$ cat config.mk
export PLATFORM = sky130hd
export DESIGN_NAME = freq_meter
export DESIGN_NICKNAME = d
export VERILOG_FILES = /design/src/rtl/freq_meter.sv
export SDC_FILE = /design/constraint.sdc
export NUM_CORES = 1
export LEC_CHECK = 0
export ABC_CLOCK_PERIOD_IN_PS = 2500
export CAP_MARGIN = 20
export CORE_ASPECT_RATIO = 1.2
export CORE_MARGIN = 10
export CORE_UTILIZATION = 40
export CTS_BUF_LIST = sky130_fd_sc_hd__clkbuf_8
export DETAILED_ROUTE_END_ITERATION = 6
export GPL_TIMING_DRIVEN = 0
export SLEW_MARGIN = 30
export SYNTH_ARGS = -nofsm -noshare
export SYNTH_HDL_FRONTEND = slang
export SYNTH_SLANG_ARGS = --single-unit
$ cat constraint.sdc
create_clock -name clock -period 2.5 [get_ports clock]
set_input_delay 0.5 -clock clock [delete_from_list [all_inputs] [get_ports clock]]
set_output_delay 0.5 -clock clock [all_outputs]
set_load 0.02 [all_outputs]
$ cat src/rtl/freq_meter.sv
// freq_meter -- counts rising edges of an asynchronous input over a fixed
// gate window of GATE_CYCLES clock cycles and reports the count.
//
// Parameters:
//   CLOCK_FREQ  - clock frequency in Hz (only sets the default window length)
//   GATE_CYCLES - window length in clock cycles (default: 1 s)
//   COUNT_W     - width of the edge count
//
// Ports:
//   clock    in   system clock, rising edge
//   reset_n  in   asynchronous active-low reset
//   enable   in   1 = run measurement windows back-to-back
//   sig_in   in   asynchronous signal to measure (must stay below CLOCK_FREQ/2)
//   freq_out out  rising-edge count of the last completed window
//   valid    out  one-cycle pulse, aligned with a new freq_out value
//   busy     out  high while a window is open
//   overflow out  count of the last completed window saturated
//                 (only with FREQ_METER_OVF_EN defined)
//
// Build option: FREQ_METER_OVF_EN -- saturate the edge count and provide the
// overflow port. Without it the count wraps modulo 2^COUNT_W.
//
// state | meaning
// ------+-------------------------------------------------
// IDLE  | no window open, waiting for enable
// GATE  | window open, counting sig_in rises each cycle

module freq_meter #(
  parameter int CLOCK_FREQ  = 50000000,
  parameter int GATE_CYCLES = CLOCK_FREQ,
  parameter int COUNT_W     = 32
) (
  input  logic               clock,
  input  logic               reset_n,
  input  logic               enable,
  input  logic               sig_in,
  output logic [COUNT_W-1:0] freq_out,
  output logic               valid,
  output logic               busy
`ifdef FREQ_METER_OVF_EN
  ,
  output logic               overflow
`endif
);

  localparam int GC_W = (GATE_CYCLES > 1) ? $clog2(GATE_CYCLES) : 1;
  localparam logic [GC_W-1:0] GATE_LAST = GC_W'(GATE_CYCLES - 1);

  localparam logic S_IDLE = 1'b0;
  localparam logic S_GATE = 1'b1;

  logic               sync1_q, sync2_q, sync3_q;
  logic               rise;
  logic               state_q, state_d;
  logic [GC_W-1:0]    gate_cnt_q, gate_cnt_d;
  logic [COUNT_W-1:0] edge_cnt_q, edge_cnt_d;
  logic [COUNT_W-1:0] edge_inc;
  logic [COUNT_W-1:0] freq_q, freq_d;
  logic               valid_q, valid_d;
  logic               busy_q;
  logic               terminal;

  // sync1/sync2 resolve metastability; sync3 only delays for edge detection.
  assign rise     = sync2_q & ~sync3_q;
  assign terminal = (gate_cnt_q == GATE_LAST);

`ifdef FREQ_METER_OVF_EN
  logic sat_q, sat_d;
  logic sat_now;
  logic ovf_q, ovf_d;
  logic at_max;

  assign at_max   = &edge_cnt_q;
  assign edge_inc = (rise && !at_max) ? edge_cnt_q + 1'b1 : edge_cnt_q;
  // Saturation means a rise was lost, not merely that the count hit max.
  assign sat_now  = sat_q | (rise & at_max);
`else
  assign edge_inc = edge_cnt_q + COUNT_W'(rise);
`endif

  always_comb begin
    state_d    = state_q;
    gate_cnt_d = gate_cnt_q;
    edge_cnt_d = edge_cnt_q;
    freq_d     = freq_q;
    valid_d    = 1'b0;
`ifdef FREQ_METER_OVF_EN
    sat_d      = sat_q;
    ovf_d      = ovf_q;
`endif
    if (state_q == S_IDLE) begin
      if (enable) begin
        state_d    = S_GATE;
        gate_cnt_d = '0;
        edge_cnt_d = '0;
`ifdef FREQ_METER_OVF_EN
        sat_d      = 1'b0;
`endif
      end
    end else begin
      if (terminal) begin
        // A rise in the terminal cycle still belongs to this window; the next
        // window starts counting from the following cycle, so nothing is lost.
        freq_d     = edge_inc;
        valid_d    = 1'b1;
        gate_cnt_d = '0;
        edge_cnt_d = '0;
`ifdef FREQ_METER_OVF_EN
        ovf_d      = sat_now;
        sat_d      = 1'b0;
`endif
        if (!enable) state_d = S_IDLE;
      end else if (!enable) begin
        state_d    = S_IDLE;
        gate_cnt_d = '0;
        edge_cnt_d = '0;
`ifdef FREQ_METER_OVF_EN
        sat_d      = 1'b0;
`endif
      end else begin
        gate_cnt_d = gate_cnt_q + 1'b1;
        edge_cnt_d = edge_inc;
`ifdef FREQ_METER_OVF_EN
        sat_d      = sat_now;
`endif
      end
    end
  end

  always_ff @(posedge clock or negedge reset_n) begin
    if (!reset_n) begin
      sync1_q    <= 1'b0;
      sync2_q    <= 1'b0;
      sync3_q    <= 1'b0;
      state_q    <= S_IDLE;
      gate_cnt_q <= '0;
      edge_cnt_q <= '0;
      freq_q     <= '0;
      valid_q    <= 1'b0;
      busy_q     <= 1'b0;
    end else begin
      sync1_q    <= sig_in;
      sync2_q    <= sync1_q;
      sync3_q    <= sync2_q;
      state_q    <= state_d;
      gate_cnt_q <= gate_cnt_d;
      edge_cnt_q <= edge_cnt_d;
      freq_q     <= freq_d;
      valid_q    <= valid_d;
      // Registered from the next state so busy tracks state_q exactly.
      busy_q     <= (state_d == S_GATE);
    end
  end

`ifdef FREQ_METER_OVF_EN
  always_ff @(posedge clock or negedge reset_n) begin
    if (!reset_n) begin
      sat_q <= 1'b0;
      ovf_q <= 1'b0;
    end else begin
      sat_q <= sat_d;
      ovf_q <= ovf_d;
    end
  end

  assign overflow = ovf_q;
`endif

  assign freq_out = freq_q;
  assign valid    = valid_q;
  assign busy     = busy_q;

endmodule

==> results.txt, run 1 <==
* Root buf cell: sky130_fd_sc_hd__clkbuf_8
- WP data arrival: 2.66 ns
- HPWL after DPL: 9090 um
- In the synthesized netlist the async set-or-reset flop fraction comes to 1.00.
- Maximum fanout encountered on the critical timing path: 10
* Maximum clock frequency: 412 MHz
* CTS Buffer Depth: 2
* Final cell count without fillers: 754
- In this run the power density over the cells is 490 mW/mm2.
- The worst setup path is of the flop to flop kind.
* Final worst path period share: 0.971
- The number of antenna violations at the first check in global routing is 0.
* FF+latch area: 0.00238 mm2
- Post-synth design cell area: 0.00487 mm2
- # fillers: 1200
- Clk sinks: 95
- Averaged over all synthesized cells, the footprint is 9.10 um2.
* Least-Margin Pin Slew: 0.858 ns
- Critical path capture point type: flop
- Class of the most critical hold timing path: input port to asynchronous set/reset pin
- H-tree levels: 3
- Area inside the core boundary: 0.0120 mm2
- The synthesized design contains 0 enable-type register cells.
- Diodes inserted: 0
* ANT nets after route: 0
- Sequential-to-total area share from yosys stat: 0.488
- Setup repair after global routing could not meet its margin everywhere.
- Max-capacitance violation count: 0
* Max_slew headroom: 0.423
- Port buffering added 37 buffers.
* Max IR drop VDD: 0.235 mV
- Across all layers, the routed design uses 4302 vias.
* RePlAce Congestion: 0.911
- Final Setup Violations: 0
- TritonCTS clock tree: yes
* Post-synth net total: 542
- Placement row count: 44
- Sum of internal, switching and leakage power: 2820 uW
- Number of warnings issued by yosys: 0
* Synthesis-to-finish area growth: 18.3%
- Remaining design rule violation count: 0
- For this design the static power due to leakage is 0.00235 uW.
- Latest clock arrival within the worst-skew pair: 0.37 ns
- The worst setup path is launched from a flop.
- After synthesis, the netlist uses 45 different library cells.
- Minimum setup slack after placement: -0.262 ns
- After detailed routing, the number of vias per cell comes to 5.71.
- The smallest clock period supported by the final layout is computed as 2.43 ns.
- Count of endpoints failing hold in the final timing report: 0
- Tot GR Track Use: 0.155
- Among all flip-flop cells after synthesis, the most frequent one is sky130_fd_sc_hd__dfrtp_1.
* Number of global-route vias before repair: 4209
- For this run the aggregate overflow at the end of global routing stands at 0.
- The floorplan step set the die width to 121 um.
- For this block, the routed nets add up to 12800 um of wire.
- On the final layout, the worst clock skew is 0.00997 ns.
- Fraction of layout instances using a drive strength above 1: 0.0843
- STA puts the critical path data required time at 2.73 ns.
- WL per Instance: 17.0 um
- Y dimension of the die: 141 um
- Cts-stage hold buffer count: 0
* Total negative slack: 0 ns
- The die covers 0.0170 mm2.
- Placed cells: 734
* Largest net degree at the start of global routing: 53
- Measured on the finished design, the core utilization comes to 0.480.
- The total count of max-transition violations in the final report came to 0.
- Total clock buffers created by CTS: 9
- 38 I/O pins were placed.
- By area the synthesized netlist is led by sky130_fd_sc_hd__dfrtp_1, sky130_fd_sc_hd__a31oi_1, sky130_fd_sc_hd__nand2_1.
- Multi-input gate area: 0.00231 mm2
- Synthesis inferred 95 register bits.
- DRC marker count from the first detailed-route iteration: 371
- Of the post-synthesis cell area, the dominant cell type holds 0.488.
* FF-to-FF setup slack: 0.07 ns
* Synthesized instance count: 535
- The flow ran to the end, and the final reports show no timing, DRC or antenna violations.
- Effective utilization at floorplan: 0.406
* CTS clk-pin slew, worst paths: 0.09 ns
- # nets final: 595
* Drt pass-1 iters: 6
* Final worst setup slack: 0.0721 ns
* First-pass GRT wire length: 21600 um
- Cell taking the most area after synthesis: sky130_fd_sc_hd__dfrtp_1
[critical path: stages, from the launching register on]
cell and delay [ns]:
sky130_fd_sc_hd__dfrtp_1 0.37, sky130_fd_sc_hd__buf_2 0.17, sky130_fd_sc_hd__or4_4 0.53, sky130_fd_sc_hd__nor4_4 0.33, sky130_fd_sc_hd__a31oi_2 0.20, sky130_fd_sc_hd__buf_4 0.25
sky130_fd_sc_hd__buf_2 0.23, sky130_fd_sc_hd__a21oi_1 0.16, sky130_fd_sc_hd__a31oi_1 0.05
[power by group]
group          switching, uW  total (uW)  internal, uW  leakage [uW]
Clock                    561        1080           518      0.000111
Combinational            122         176          53.4      0.000921
Sequential              17.3        1570          1550       0.00132
Total                    701        2820          2120       0.00235
[flip-flops by register name, summed over array words and instances, names as in the netlist]
name        flops
edge_cnt_q     32
gate_cnt_q     26
sync2_q         1
sync1_q         1
freq_out       32
busy            1
sync3_q         1
valid           1
[layout by cell type, fill, tap and decap left out, types with 2 or more instances in the layout]
master,instances
sky130_fd_sc_hd__a21o_1,5
sky130_fd_sc_hd__a21oi_1,30
sky130_fd_sc_hd__a22o_1,3
sky130_fd_sc_hd__a31o_2,2
sky130_fd_sc_hd__a31oi_1,48
sky130_fd_sc_hd__a41oi_1,5
sky130_fd_sc_hd__and2_1,4
sky130_fd_sc_hd__and3_1,13
sky130_fd_sc_hd__and4_1,6
sky130_fd_sc_hd__buf_2,7
sky130_fd_sc_hd__buf_4,7
sky130_fd_sc_hd__buf_6,3
sky130_fd_sc_hd__clkbuf_1,23
sky130_fd_sc_hd__clkbuf_2,2
sky130_fd_sc_hd__clkbuf_8,11
sky130_fd_sc_hd__clkdlybuf4s50_1,36
sky130_fd_sc_hd__dfrtp_1,95
sky130_fd_sc_hd__ha_1,3
sky130_fd_sc_hd__inv_1,16
sky130_fd_sc_hd__mux2_2,2
sky130_fd_sc_hd__nand2_1,75
sky130_fd_sc_hd__nand2b_1,8
sky130_fd_sc_hd__nand3_1,23
sky130_fd_sc_hd__nand4_1,21
sky130_fd_sc_hd__nor2_1,12
sky130_fd_sc_hd__nor2b_1,3
sky130_fd_sc_hd__nor3_1,8
sky130_fd_sc_hd__nor4_4,2
sky130_fd_sc_hd__o211ai_1,4
sky130_fd_sc_hd__o21ai_0,18
sky130_fd_sc_hd__o21ai_1,33
sky130_fd_sc_hd__or2_2,2
sky130_fd_sc_hd__or3_1,12
sky130_fd_sc_hd__or4_1,2
sky130_fd_sc_hd__xnor2_1,19
sky130_fd_sc_hd__xor2_1,11
[cell usage after synthesis, types with 13 or more instances]
master / count
sky130_fd_sc_hd__a21oi_1: 30
sky130_fd_sc_hd__a31oi_1: 48
sky130_fd_sc_hd__and3_1: 13
sky130_fd_sc_hd__clkbuf_1: 26
sky130_fd_sc_hd__dfrtp_1: 95
sky130_fd_sc_hd__inv_1: 15
sky130_fd_sc_hd__nand2_1: 75
sky130_fd_sc_hd__nand3_1: 23
sky130_fd_sc_hd__nand4_1: 21
sky130_fd_sc_hd__nor2_1: 13
sky130_fd_sc_hd__o21ai_0: 18
sky130_fd_sc_hd__o21ai_1: 33
sky130_fd_sc_hd__xnor2_1: 19
[metrics by stage]
step,cell area (um2),hold WS [ns]
final,5760,0.0280
after global routing,5760,0.0580
after CTS,5720,0.0478
after detailed placement,5470,0.340
after global placement,5440,0.336
after floorplan,4870,0.204
[timing repair]
action,in CTS,in global routing
pin swaps,1,1
gates resized for setup,4,8
buffers inserted,2,3
setup endpoints to repair,39,55
[cell type report]
| cell class | instances | share of cell area |
|---|---|---|
| plain buffers | 37 | 0.0300 |
| well taps | 161 | 0.0350 |
| flip-flops and latches | 95 | 0.413 |
| multi-input cells | 387 | 0.401 |
| inverters | 15 | 0.00978 |
| clock inverters | 5 | 0.00978 |
| repair buffers | 43 | 0.0758 |
| clock buffers | 11 | 0.0263 |
[final timing paths]
| kind | startpoint | end | cells after the start |
|---|---|---|---|
| setup / recovery | gate_cnt_q[16]$_DFFE_PN0P_ | edge_cnt_q[12]$_DFFE_PN0P_ | 8 |
| max in group asynchronous | reset_n | gate_cnt_q[25]$_DFFE_PN0P_ | 2 |
| hold reg to reg | sync1_q$_DFF_PN0_ | sync2_q$_DFF_PN0_ | 0 |
| min in group clock | sync1_q$_DFF_PN0_ | sync2_q$_DFF_PN0_ | 0 |
| hold / removal | reset_n | freq_out[12]$_DFFE_PN0P_ | 1 |
| setup reg to reg | gate_cnt_q[16]$_DFFE_PN0P_ | edge_cnt_q[12]$_DFFE_PN0P_ | 8 |
[kinds of logic (layout without fill, tap and decap cells)]
logic type               count (synthesis)  after routing  share of synthesized area
AND/OR/NAND/NOR                        200            200                      0.214
multiplexers                             2              2                    0.00462
flip-flops                              95             95                      0.488
XOR/XNOR                                30             30                     0.0540
buffers and inverters                   53            111                     0.0468
adder cells (fa/ha/maj)                  3              3                    0.00771
AO/OA/AOI/OAI                          152            152                      0.184
[layer usage]
layer,share of wire,global-route usage,vias up
met2,0.50,0.262,105
met5,0,0,-
met3,0.040,0.0252,19
li1,-,-,2037
met4,0.020,0.0617,0
met1,0.44,0.192,2141
(Power assumes the default switching activity.)
==> run 2, diff against run 1 <==
==> constraint.sdc (replaced) <==
create_clock -name clock -period 2.5 [get_ports clock]
set_input_delay 0.5 -clock clock [delete_from_list [all_inputs] [get_ports clock]]
set_output_delay 0.5 -clock clock [all_outputs]
set_load 0.1 [all_outputs]
==> run 2 against run 1 <==
  * Cell count stayed put
  * Register-to-register slack hardly changed
  * Flip-flop and latch count stayed put
  * Highest routed layer unchanged
  * Worst hold slack better by 0.0017 ns
  * Clock power hardly changed
  * Wire length hardly changed
==> results.txt, run 2 (synthesis results as in run 1) <==
- The number of buffers created by CTS was 9 (unchanged).
- The total routed wirelength came to 12800 um (about the same).
* Met1 track utilization from global routing: 0.192 (unchanged)
* Most Crowded Layer GR: met2
- CP max stage delay: 0.53 ns (about the same)
- The slowest stage of the critical path is the sky130_fd_sc_hd__or4_4 cell.
- Placement row count: 44 (unchanged)
- The total vias in the final route came to 4306 (+0.093%).
- The met3 track demand over resource in global routing came to 0.0252 (unchanged).
- Final worst setup slack: 0.0700 ns (-0.00206 ns)
* Maximum clock frequency: 412 MHz (about the same)
- The number of clock sinks came to 95 (unchanged).
- The quantity of I/O buffers inserted on ports came to 37 (unchanged).
- The data required time at the worst endpoint came to 2.73 ns (about the same).
- The tree is rooted in a sky130_fd_sc_hd__clkbuf_8.
* Die X-Extent: 121 um (unchanged)
- The multi-input combinational cell area is 0.00231 mm2 (unchanged).
* Least-Margin Pin Slew: 0.978 ns (+0.120 ns)
* Number of vias per cell: 5.71 (about the same)
* Area enclosed by the die boundary: 0.0170 mm2 (unchanged)
* # nets final: 595 (unchanged)
- Commonest cells after routing, fill and taps aside: sky130_fd_sc_hd__dfrtp_1, sky130_fd_sc_hd__nand2_1, sky130_fd_sc_hd__a31oi_1, sky130_fd_sc_hd__clkdlybuf4s50_1, sky130_fd_sc_hd__o21ai_1
* Minimum setup slack after placement: -0.262 ns (unchanged)
- ANT nets after route: 0 (unchanged)
* Static leakage: 0.00236 uW (+0.39%)
- H-tree levels: 3 (unchanged)
- Among the stages of the critical path, the cell type that occurs most often is sky130_fd_sc_hd__buf_2.
- The worst setup path is of the flop to flop kind.
- The final setup violation count is 0 (unchanged).
- Unrepaired setup endpoints after global routing: true
* First-pass GRT wire length: 21600 um (unchanged)
* Tot GR Track Use: 0.155 (unchanged)
- The global placement routability congestion is 0.911 (unchanged).
- Y dimension of the die: 141 um (unchanged)
- The startpoint identified for the worst register-to-register timing path is gate_cnt_q[16]$_DFFE_PN0P_.
- The fraction of the cycle the final worst path needs came to 0.972 (about the same).
- Cell area reported after detailed placement: 0.00547 mm2 (unchanged)
- The final count of hold timing violations was 0 (unchanged).
- The share of cells above drive strength 1 is 0.0843 (unchanged).
- Number of antenna violations at the first check in global routing: 0 (unchanged)
- The count of cells along the worst register-to-register path was 8 (unchanged).
- Effective utilization at floorplan: 0.406 (unchanged)
- Global-route track usage on met2: 0.262 (unchanged)
- Clock period minus worst slack: 2.43 ns (+0.00206 ns)
- The worst slew margin relative to its limit was 0.346 (-0.0765).
- Maximum fanout encountered on the critical timing path: 10 (unchanged)
* Synthesis-to-finish area growth: 18.3% (about the same)
- The antenna diode instance count came to 0 (unchanged).
* Clock Skews: 0.00948 ns (-0.000485 ns)
- The max-cap violation count came to 0 (unchanged).
* Worst reg2reg endpoint: edge_cnt_q[12]$_DFFE_PN0P_
- The run finished with clean final reports.
- WP data arrival: 2.66 ns (about the same)
* Drt pass-1 iters: 5 (-1)
- FF-to-FF setup slack: 0.07 ns (about the same)
* CTS Buffer Depth: 2 (unchanged)
- The area of all sequential standard cells came to 0.00238 mm2 (unchanged).
* Final max-slew violation count: 0 (unchanged)
* HPWL after DPL: 9090 um (unchanged)
* Largest net degree at the start of global routing: 53 (unchanged)
- Crit start category: flop
- The number of hold buffers added after CTS was 0 (unchanged).
- Final cell area excluding filler cells: 0.00576 mm2 (about the same)
- The critical path goes through buf_2 -> or4_4 -> nor4_4 -> a31oi_2 -> buf_4 -> buf_2 -> a21oi_1 -> a31oi_1.
- TritonCTS built the clock tree.
- Area inside the core boundary: 0.0120 mm2 (unchanged)
- Critical path capture point type: flop
* PD cells: 490 mW/mm2 (about the same)
- The detailed-route wire length per cell was 17.0 um (about the same).
* Class of the most critical hold timing path: input port to asynchronous set/reset pin
- The number of placed I/O pins is 38 (unchanged).
- Max IR drop VDD: 0.234 mV (-0.47%)
* Latest clock arrival within the worst-skew pair: 0.37 ns (about the same)
- The number of fillers in the final layout was 1201 (+0.083%).
* Most common library cell in the layout ignoring fill and taps: sky130_fd_sc_hd__dfrtp_1
- The post-route DRC violation count came to 0 (unchanged).
- Overflow left after global routing: 0 (unchanged)
- The clock input transition at the sequential cells of the worst setup and hold paths is 0.10 ns (about the same).
* DRC marker count from the first detailed-route iteration: 371 (unchanged)
* Number of global-route vias before repair: 4209 (unchanged)
-- run 2: cell count changes in the layout (fill, tap and decap cells not counted), sizes merged --
cell,delta
dlymetal6s2s,+1
clkdlybuf4s50,-1
-- run 2: worst max path at each step --
stage / start / endpoint / slack (ns)
after detailed placement: gate_cnt_q[0]$_DFFE_PN0P_ / freq_out[30]$_DFFE_PN0P_ / -0.26
final: gate_cnt_q[16]$_DFFE_PN0P_ / edge_cnt_q[12]$_DFFE_PN0P_ / 0.07
after CTS: busy$_DFF_PN0_ / busy / 0.005
after global routing: gate_cnt_q[16]$_DFFE_PN0P_ / edge_cnt_q[16]$_DFFE_PN0P_ / -0.07
after global placement: reset_n / gate_cnt_q[0]$_DFFE_PN0P_ / -2.65
after floorplan: busy$_DFF_PN0_ / edge_cnt_q[7]$_DFFE_PN0P_ / 0.34
-- run 2: report_power, final --
part / switching (uW) / leakage, uW / internal (uW)
Sequential: 17.3 / 0.00132 / 1550
Clock: 557 / 0.000111 / 518
Combinational: 128 / 0.000930 / 53.3
-- run 2: per-layer routing --
| layer | wire [um] | share of wire | up-vias |
|---|---|---|---|
| li1 | - | - | 2038 |
| met1 | 5530 | 0.43 | 2131 |
| met2 | 6460 | 0.50 | 119 |
| met3 | 593 | 0.046 | 18 |
| met4 | 239 | 0.019 | 0 |
| met5 | 0 | 0 | - |
-- run 2: repair_timing --
action	CTS	global route
setup endpoints to repair	39	56
gates resized for setup	4	9
pin swaps	1	1
setup buffers	2	3
-- run 2: worst max-delay path: cells and delay by family, from the launching register on --
kind | cells | cell delay, ns
buffers and inverters | 3 | 0.65
DFF | 1 | 0.36
AOI/OAI and AO/OA | 3 | 0.41
and+or+nand+nor | 2 | 0.86
-- run 2: final cells by class --
class,instances,area share
Buffer,37,0.0300
Inverter,15,0.00977
Multi-Input combinational cell,387,0.400
Timing Repair Buffer,43,0.0762
Tap cell,161,0.0350
Clock buffer,11,0.0263
Clock inverter,5,0.00977
Sequential cell,95,0.413
-- run 2: per-stage QoR --
step                       util  TNS, ns  cells  total power [uW]  hold WS, ns
after CTS                 0.476        0    752              2850       0.0478
after detailed placement  0.456    -8.23    734              1780        0.340
final                     0.480        0    754              2830       0.0297
after global routing      0.480   -0.745    754              2940       0.0580
after floorplan               -        0    535              1700        0.204
after global placement    0.453  -258.72    733              1770        0.336
==> run 3, diff against run 2 <==
- CAP_MARGIN: 20 -> unset
- MAX_ROUTING_LAYER: unset -> met4
==> run 3 against run 2 <==
  * Combinational power is essentially flat
  * Clock power is essentially flat
  * Largest power group unchanged
  * Total power grew 0.11%
==> results.txt, run 3 (synthesis results as in run 1) <==
* Run status: finished, final reports clean
* Y dimension of the die: 141 um (unchanged)
* Psw: 705 uW (+0.45%)
- The number of search-and-repair iterations in the first detailed-routing pass came to 5 (unchanged).
- The residual overflow from global routing came to 0 (unchanged).
* Cell area reported after detailed placement: 0.00547 mm2 (unchanged)
* Fraction of layout instances using a drive strength above 1: 0.0843 (unchanged)
* Final cell count without fillers: 754 (unchanged)
* Number of antenna violations at the first check in global routing: 0 (unchanged)
* RePlAce Congestion: 0.927 (+1.7%)
* Static leakage: 0.00236 uW (unchanged)
* Final Setup Violations: 0 (unchanged)
- # fillers: 1201 (unchanged)
- The setup slack at placement was -0.262 ns (unchanged).
- Placed cells: 734 (unchanged)
- The total routed wirelength is 12900 um (+0.75%).
* Number of vias per cell: 5.73 (+0.35%)
* Internal Pwr Total: 2120 uW (about the same)
- WP data arrival: 2.66 ns (about the same)
* Post-Route Utilization: 0.480 (unchanged)
- Ordered list of cells on the worst path: buf_2 -> or4_4 -> nor4_4 -> a31oi_2 -> buf_4 -> buf_2 -> a21oi_1 -> a31oi_1
- DR vias: 4321 (+0.35%)
* FF-to-FF setup slack: 0.07 ns (about the same)
- The worst setup path is launched from a flop.
- Least-Margin Pin Slew: 0.978 ns (unchanged)
* Final worst path period share: 0.971 (-0.00145)
- The count of routing violations after the opening detailed-route iteration came to 370 (-0.27%).
- Class of the most critical hold timing path: input port to asynchronous set/reset pin
- Tot GR Track Use: 0.160 (+0.00454)
* Multi-input gate area: 0.00231 mm2 (unchanged)
- The final non-filler cell area came to 0.00576 mm2 (unchanged).
- Setup repair after global routing could not meet its margin everywhere.
* Commonest cells after routing, fill and taps aside: sky130_fd_sc_hd__dfrtp_1, sky130_fd_sc_hd__nand2_1, sky130_fd_sc_hd__a31oi_1, sky130_fd_sc_hd__clkdlybuf4s50_1, sky130_fd_sc_hd__o21ai_1
- The post-layout net count is 595 (unchanged).
* Clk sinks: 95 (unchanged)
- Die X-Extent: 121 um (unchanged)
- The first-pass GRT wire length came to 21600 um (about the same).
- The time the final worst path needs with I/O delays and setup was 2.43 ns (-0.00362 ns).
* Switching power as a share of total power: 0.249 (+0.000840)
- WL per Instance: 17.1 um (+0.75%)
* Classification of the worst setup path: flop to flop
- The worst ir drop on vdd was 0.235 mV (+0.41%).
- The clock input transition at the sequential cells of the worst setup and hold paths is 0.10 ns (about the same).
- The critical-path maximum fanout was 10 (unchanged).
- Maximum clock frequency: 412 MHz (+0.15%)
- For this design, the slowest cell found on the critical path is sky130_fd_sc_hd__or4_4.
- The part of the total power dissipated in the clock network came to 0.381 (about the same).
- Combinational Power Share: 0.064 (about the same)
- The number of placed I/O pins came to 38 (unchanged).
- The signed area change from the synthesized netlist to the final layout is 18.3% (unchanged).
- The quantity of I/O buffers inserted on ports is 37 (unchanged).
- CTS Buffer Depth: 2 (unchanged)
- The starting density of the core came to 0.406 (unchanged).
- The remaining antenna violation count is 0 (unchanged).
- FF+latch area: 0.00238 mm2 (unchanged)
- The setup skew after layout came to 0.00936 ns (-0.000126 ns).
* Placement row count: 44 (unchanged)
* H-tree levels: 3 (unchanged)
- The data required time at the worst endpoint is 2.73 ns (about the same).
- The library cell used most frequently in the layout, excluding fill and tap cells, is sky130_fd_sc_hd__dfrtp_1.
- Most common cell type on the critical path: sky130_fd_sc_hd__buf_2
- Largest net degree at the start of global routing: 53 (unchanged)
- The largest incremental delay on the critical path came to 0.53 ns (about the same).
- Sum of internal, switching and leakage power: 2830 uW (+0.11%)
* Area inside the core boundary: 0.0120 mm2 (unchanged)
- Critical path capture point type: flop
- The half-perimeter wire length after detailed placement was 9090 um (unchanged).
- The max-cap violation count came to 0 (unchanged).
* Flop pwr share: 0.555 (about the same)
* Total clock buffers created by CTS: 9 (unchanged)
* Root buf cell: sky130_fd_sc_hd__clkbuf_8
* TritonCTS clock tree: yes
* Latest clock arrival within the worst-skew pair: 0.38 ns (about the same)
- The total count of max-transition violations in the final report was 0 (unchanged).
- The final count of hold timing violations is 0 (unchanged).
- The worst setup margin came to 0.0736 ns (+0.00362 ns).
- The floorplan die area is 0.0170 mm2 (unchanged).
- The antenna diode instance count came to 0 (unchanged).
- The number of global-route vias before repair came to 4204 (-0.12%).
* Remaining design rule violation count: 0 (unchanged)
- The worst slew margin relative to its limit was 0.346 (unchanged).
* PD cells: 491 mW/mm2 (+0.11%)
## run 3: cell counts in the layout (fill, tap and decap cells not counted)
Identical to the previous run, type by type.
## run 3: power by group through the flow
stage / Combinational [uW] / Clock, uW / Sequential, uW
floorplan: 94.4 / 0 / 1600
global placement: 175 / 0 / 1600
detailed placement: 183 / 0 / 1600
CTS: 184 / 1100 / 1570
global route: 204 / 1170 / 1570
finish: 181 / 1080 / 1570
## run 3: critical path: cells and delay by family, from the launching register on
family / cells / cell delay, ns
and+or+nand+nor: 2 / 0.86
buffers and inverters: 3 / 0.65
DFF: 1 / 0.36
AOI/OAI and AO/OA: 3 / 0.40
## run 3: area by class of cell
class                      instances  area share
buffer                            37      0.0300
multi-input combinational        387       0.400
tap                              161      0.0350
clock buffer                      11      0.0263
inverter                          15     0.00977
clock inverter                     5     0.00977
timing repair buffer              43      0.0762
sequential                        95       0.413
## run 3: routing by layer
metal	global-route usage	up-vias	routed length (um)
met5	-	-	0
met4	0.0617	0	175
met3	0.0256	22	698
met2	0.262	116	6480
met1	0.192	2146	5560
li1	-	2037	-
## run 3: repair_timing
action	in CTS	in global routing
gates cloned	0	0
setup endpoints to repair	39	56
setup buffers	2	3
gates resized for setup	4	9
pin swaps	1	1
hold buffers	0	0
## run 3: stage by stage
step                setup TNS, ns  hold WS, ns
finish                          0       0.0242
CTS                             0       0.0478
floorplan                       0        0.204
detailed placement          -8.23        0.340
global route               -0.752       0.0554
global placement          -258.72        0.336
## run 3: final timing paths
kind                                            start                    endpoint  cells after the start
max                        gate_cnt_q[16]$_DFFE_PN0P_  edge_cnt_q[12]$_DFFE_PN0P_                      8
min                                           reset_n    freq_out[12]$_DFFE_PN0P_                      1
max reg2reg                gate_cnt_q[16]$_DFFE_PN0P_  edge_cnt_q[12]$_DFFE_PN0P_                      8
min reg2reg                         sync1_q$_DFF_PN0_           sync2_q$_DFF_PN0_                      0
max in group asynchronous                     reset_n  gate_cnt_q[25]$_DFFE_PN0P_                      2
min in group clock                  sync1_q$_DFF_PN0_           sync2_q$_DFF_PN0_                      0
